$ cat config.mk
export PLATFORM = sky130hd
export DESIGN_NAME = spmv_row_accum
export DESIGN_NICKNAME = d
export VERILOG_FILES = /design/src/rtl/spmv_row_accum.sv
export SDC_FILE = /design/constraint.sdc
export NUM_CORES = 2
export LEC_CHECK = 0
export CORE_MARGIN = 2
export CORE_UTILIZATION = 60
export DETAILED_ROUTE_END_ITERATION = 7
export GPL_TIMING_DRIVEN = 0
export PLACE_DENSITY = 0.9
export SLEW_MARGIN = 20
export SYNTH_ARGS = -nofsm -noshare
export SYNTH_HDL_FRONTEND = slang
export SYNTH_SLANG_ARGS = --single-unit
$ cat constraint.sdc
create_clock -name Clk -period 11.5 [get_ports Clk]
set_clock_uncertainty 0.05 [all_clocks]
set_input_delay 2.3 -clock Clk [delete_from_list [all_inputs] [get_ports Clk]]
set_output_delay 2.3 -clock Clk [all_outputs]
set_load 0.05 [all_outputs]
$ cat src/rtl/spmv_row_accum.sv
// Row accumulator for the HHT sparse matrix-vector datapath.
// Multiplies nonzero/vector pairs, sums per row, queues row results.
module spmv_row_accum #(
    parameter int DATA_W     = 32,
    parameter int ACC_W      = 32,
    parameter int ROW_W      = 16,
    parameter int FIFO_DEPTH = 4
) (
    input  logic              Clk,
    input  logic              Rst,
    input  logic              start,
    input  logic [ROW_W-1:0]  num_rows,
    input  logic              in_valid,
    output logic              in_ready,
    input  logic [DATA_W-1:0] in_mval,
    input  logic [DATA_W-1:0] in_vval,
    input  logic              in_last,
    output logic              out_valid,
    input  logic              out_ready,
    output logic [ROW_W-1:0]  out_row,
    output logic [ACC_W-1:0]  out_sum,
    output logic              busy,
    output logic              done
);
    localparam int PW = $clog2(FIFO_DEPTH);
    localparam int CW = PW + 1;

    typedef enum logic [1:0] {IDLE, RUN, FLUSH, DONE} state_t;

    state_t state, state_nxt;

    logic [ROW_W-1:0] rows_total;
    logic [ROW_W-1:0] row_cnt;
    logic [ROW_W-1:0] row_idx;
    logic             s1_valid;
    logic             s1_last;
    logic [ACC_W-1:0] s1_p;
    logic [ACC_W-1:0] acc;
    logic [ACC_W-1:0] prod;
    logic [ACC_W-1:0] sum;
    logic [ROW_W-1:0] mem_row [FIFO_DEPTH];
    logic [ACC_W-1:0] mem_sum [FIFO_DEPTH];
    logic [PW-1:0]    wr_ptr;
    logic [PW-1:0]    rd_ptr;
    logic [CW-1:0]    count;
    logic [CW-1:0]    need;
    logic             accept;
    logic             push;
    logic             pop;
    logic             final_beat;
    logic             load;

    // Low bits of the product equal the product of the low bits.
    assign prod       = ACC_W'(in_mval) * ACC_W'(in_vval);
    assign sum        = acc + s1_p;
    assign push       = s1_valid & s1_last;
    // A last beat sitting in stage 1 already owns a FIFO slot.
    assign need       = count + CW'(push);
    assign in_ready   = (state == RUN) && (need < CW'(FIFO_DEPTH));
    assign accept     = in_valid & in_ready;
    assign out_valid  = (count != '0);
    assign pop        = out_valid & out_ready;
    assign out_row    = mem_row[rd_ptr];
    assign out_sum    = mem_sum[rd_ptr];
    assign load       = (state == IDLE) & start;
    assign final_beat = accept & in_last
                      & ((row_cnt + ROW_W'(1)) == rows_total);

    // State register.
    always_ff @(posedge Clk) begin
        if (Rst) state <= IDLE;
        else     state <= state_nxt;
    end

    // Next-state and status outputs.
    always_comb begin
        state_nxt = state;
        busy      = 1'b0;
        done      = 1'b0;
        unique case (state)
            IDLE: begin
                if (start)
                    state_nxt = (num_rows == '0) ? DONE : RUN;
            end
            RUN: begin
                busy = 1'b1;
                if (final_beat) state_nxt = FLUSH;
            end
            FLUSH: begin
                busy = 1'b1;
                if (!s1_valid && count == '0) state_nxt = DONE;
            end
            DONE: begin
                done      = 1'b1;
                state_nxt = IDLE;
            end
        endcase
    end

    // Pass bookkeeping: rows expected and rows fully received.
    always_ff @(posedge Clk) begin
        if (Rst) begin
            rows_total <= '0;
            row_cnt    <= '0;
        end else if (load) begin
            rows_total <= num_rows;
            row_cnt    <= '0;
        end else if (accept && in_last) begin
            row_cnt <= row_cnt + ROW_W'(1);
        end
    end

    // Stage 1: capture product and last flag of an accepted beat.
    always_ff @(posedge Clk) begin
        if (Rst) begin
            s1_valid <= 1'b0;
            s1_last  <= 1'b0;
            s1_p     <= '0;
        end else begin
            s1_valid <= accept;
            if (accept) begin
                s1_last <= in_last;
                s1_p    <= prod;
            end
        end
    end

    // Stage 2: accumulate, or close the row and advance its index.
    always_ff @(posedge Clk) begin
        if (Rst) begin
            acc     <= '0;
            row_idx <= '0;
        end else begin
            if (load) row_idx <= '0;
            if (s1_valid) begin
                if (s1_last) begin
                    acc     <= '0;
                    row_idx <= row_idx + ROW_W'(1);
                end else begin
                    acc <= sum;
                end
            end
        end
    end

    // FIFO pointers and occupancy.
    always_ff @(posedge Clk) begin
        if (Rst) begin
            wr_ptr <= '0;
            rd_ptr <= '0;
            count  <= '0;
        end else begin
            if (push) wr_ptr <= wr_ptr + PW'(1);
            if (pop)  rd_ptr <= rd_ptr + PW'(1);
            count <= count + CW'(push) - CW'(pop);
        end
    end

    // FIFO storage.
    always_ff @(posedge Clk) begin
        if (push) begin
            mem_row[wr_ptr] <= row_idx;
            mem_sum[wr_ptr] <= sum;
        end
    end
endmodule
==> results.py <==
metrics = {
    "route": {
        "wl_per_cell_um": 21.5,
        "via_per_inst": 5.92,
        "drtPass1Iterations": 6,
        "drc": 0,
        "drt_wl_total_um": 80200,
        "dr_total_vias": 22092,
        "drt-initial-drc-count": 1852,
        "final_antenna_net_count": 0,
    },
    "synth": {
        "async_flop_share_pct": 0,
        "ys_types": 74,
        "synth-edff-count": 192,
        "netlist_area_um2": 29600,
        "syn_area_per_cell_um2": 10.2,
        "synth_fp_nets": 3551,
        "synth_seq_cells": 317,
        "ys_seq_area_share_pct": 27.9,
        "ys_warn_count": 0,
        "ys.flop_type": "edfxtp_1",
        "synth_cells": 2887,
    },
    "clock_network": {
        "cts_resized": 0,
        "clk_latency_ps": 560,
        "cts_sinks": 317,
        "cts_tree": "built",
        "clkTransAtPathRegs_ps": 70,
        "clock_path_buffers": 3,
        "h-tree-depth": 1,
        "cts_buffers": 26,
        "clock-root-buffer": "clkbuf_16",
        "ctsHoldBuffers": 0,
        "cts_setup_buffers": 0,
    },
    "sta": {
        "hold_viol_final": 0,
        "slew_headroom_pct": 33.5,
        "whs_ps": 419,
        "setup_tns_ps": 0,
        "drv_slew": 0,
        "finalSetupViolCount": 0,
        "finalWorstPathRequiredPeriod_ps": 10580,
        "fmax_mhz": 94.5,
        "rsz0062_at_grt": "false",
        "worstMarginPinSlew_ps": 997,
        "post-route-period-util_pct": 92.0,
    },
    "setup_path": {
        "required_ps": 11920,
        "cp_max_fo": 10,
        "path_class": "in2reg",
        "crit_start": "in_vval[2]",
        "worstPathArrival_ps": 11010,
        "start_kind": "input pin",
        "endpoint_kind": "flop",
        "r2r-start": "s1_valid$_SDFF_PP0_",
    },
    "grt": {
        "grt_usage_pct": 32.0,
        "grt_max_degree": 49,
        "grt_antenna_before_repair": 2,
        "grt_overflow_total": 0,
        "grt_first_pass_wirelength_um": 124000,
        "grt_pass1_vias": 23013,
    },
    "placed_design": {
        "dpl.hpwl_um": 61600,
        "globalplace.congestion": 1.04,
        "port_buffers": 128,
        "place_inst": 3679,
    },
    "flow_run": {
        "cap_violations": 0,
    },
    "finish": {
        "post-route-util_pct": 66.7,
        "drive_gt1_share_pct": 3.98,
        "syn_to_final_growth_pct": 10.2,
        "finalNetCount": 3707,
        "final_cells": 3729,
    },
    "floorplan": {
        "initial_core_util_pct": 60.6,
        "rows": 81,
        "die_w_um": 226,
        "die_y_um": 226,
        "die-area_um2": 51100,
        "io_pins": 138,
        "core_area_um2": 48800,
    },
    "outcome": {
        "status": "finished clean",
    },
    "min_path": {
        "hp-start": "s1_p[2]$_SDFFE_PP0P_",
        "hold_class": "reg2reg",
    },
}
[per-layer routing]
metal / vias up / track usage (%) / routed length (um)
met5: - / 0 / 0
met4: 0 / 16.7 / 4740
met3: 320 / 7.48 / 8740
met2: 1304 / 54.7 / 38700
met1: 10948 / 37.9 / 28000
li1: 9520 / - / -
[cells by family after synthesis]
group                    share of synthesized area [%]
buffers and inverters                             7.31
AO/OA/AOI/OAI                                     6.24
XOR/XNOR                                          4.65
AND/OR/NAND/NOR                                   15.4
flip-flops                                        27.9
adder cells (fa/ha/maj)                           34.8
multiplexers                                      3.65
[placed cells by master, fill, tap and decap left out, types with 26 or more instances in the layout]
master and count:
clkbuf_1 129, ha_1 169, nor2b_1 33, edfxtp_1 192, clkdlybuf4s50_1 128, nand2_1 392, a21oi_1 129, a21o_1 36
dfxtp_1 125, xor2_1 40, fa_1 409, nand3_1 28, nor2_1 100, inv_1 437, and2_1 273, xnor2_1 117
clkbuf_16 26, mux4_2 48, o21ai_0 40
[critical path: stages]
cell	delay, ps
clkdlybuf4s50_1	510
clkbuf_1	710
clkbuf_1	770
nand2_1	180
fa_1	600
fa_1	430
fa_1	510
fa_1	590
inv_1	70
fa_1	510
inv_1	60
fa_1	550
fa_1	420
fa_1	480
inv_1	40
ha_1	260
clkbuf_1	260
nand3_1	160
nor3_1	340
nand2_1	120
o221ai_1	300
o221ai_1	250
o21ai_0	250
xnor2_1	90
a211oi_1	240
[cell usage after synthesis, types with 11 or more instances]
| cell type | number | area (um2) |
|---|---|---|
| or3_1 | 11 | 68.8 |
| dfxtp_1 | 125 | 2500 |
| o21ai_0 | 40 | 200 |
| nand2_1 | 392 | 1470 |
| and3_1 | 17 | 106 |
| ha_1 | 169 | 2110 |
| buf_1 | 14 | 52.6 |
| xor2_1 | 40 | 350 |
| a21oi_1 | 129 | 646 |
| clkbuf_1 | 124 | 465 |
| nor3_1 | 16 | 80.1 |
| xnor2_1 | 117 | 1020 |
| and2_1 | 273 | 1710 |
| a21o_1 | 36 | 270 |
| fa_1 | 409 | 8190 |
| nand4_1 | 13 | 81.3 |
| a211oi_1 | 12 | 90.1 |
| mux4_2 | 48 | 1080 |
| edfxtp_1 | 192 | 5770 |
| nand3_1 | 28 | 140 |
| nor2_1 | 100 | 375 |
| inv_1 | 437 | 1640 |
| nor2b_1 | 33 | 206 |
[area by class of cell]
type	instances	area (um2)
Antenna cell	2	5.00
Multi-Input combinational cell	1994	19200
Fill cell	3525	16200
Buffer	139	523
Inverter	437	1640
Tap cell	664	831
Clock buffer	34	711
Clock inverter	14	170
Timing Repair Buffer	128	1280
Sequential cell	317	8270
[final timing paths]
| check | to | slack [ps] | cells past startpoint |
|---|---|---|---|
| min reg2reg | s1_p[2]$_SDFFE_PP0P_ | 420 | 2 |
| min | s1_p[2]$_SDFFE_PP0P_ | 420 | 2 |
| max | s1_p[31]$_SDFFE_PP0P_ | 920 | 25 |
| max reg2reg | state[1]$_SDFFE_PP0P_ | 7140 | 14 |
[per-stage QoR]
step / area [um2] / setup WS, ps
4_1_cts: 32600 / 1160
2_1_floorplan: 29600 / 2600
5_1_grt: 32600 / 693
3_3_place_gp: 31700 / 677
6_report: 32600 / 919
3_5_place_dp: 31700 / 584
[state kept, by name, indices dropped and copies added (netlist names), named ones only]
| signal | flops |
|---|---|
| mem_row | 64 |
| mem_sum | 128 |
| rd_ptr | 2 |
| s1_last | 1 |
| row_idx | 16 |
| count | 3 |
| acc | 32 |
| rows_total | 16 |
| row_cnt | 16 |
| s1_valid | 1 |
| wr_ptr | 2 |
| state | 2 |
| s1_p | 32 |
Power is not shown: default switching activity piles up to over one toggle a cycle in this logic, so the estimate is an artifact.
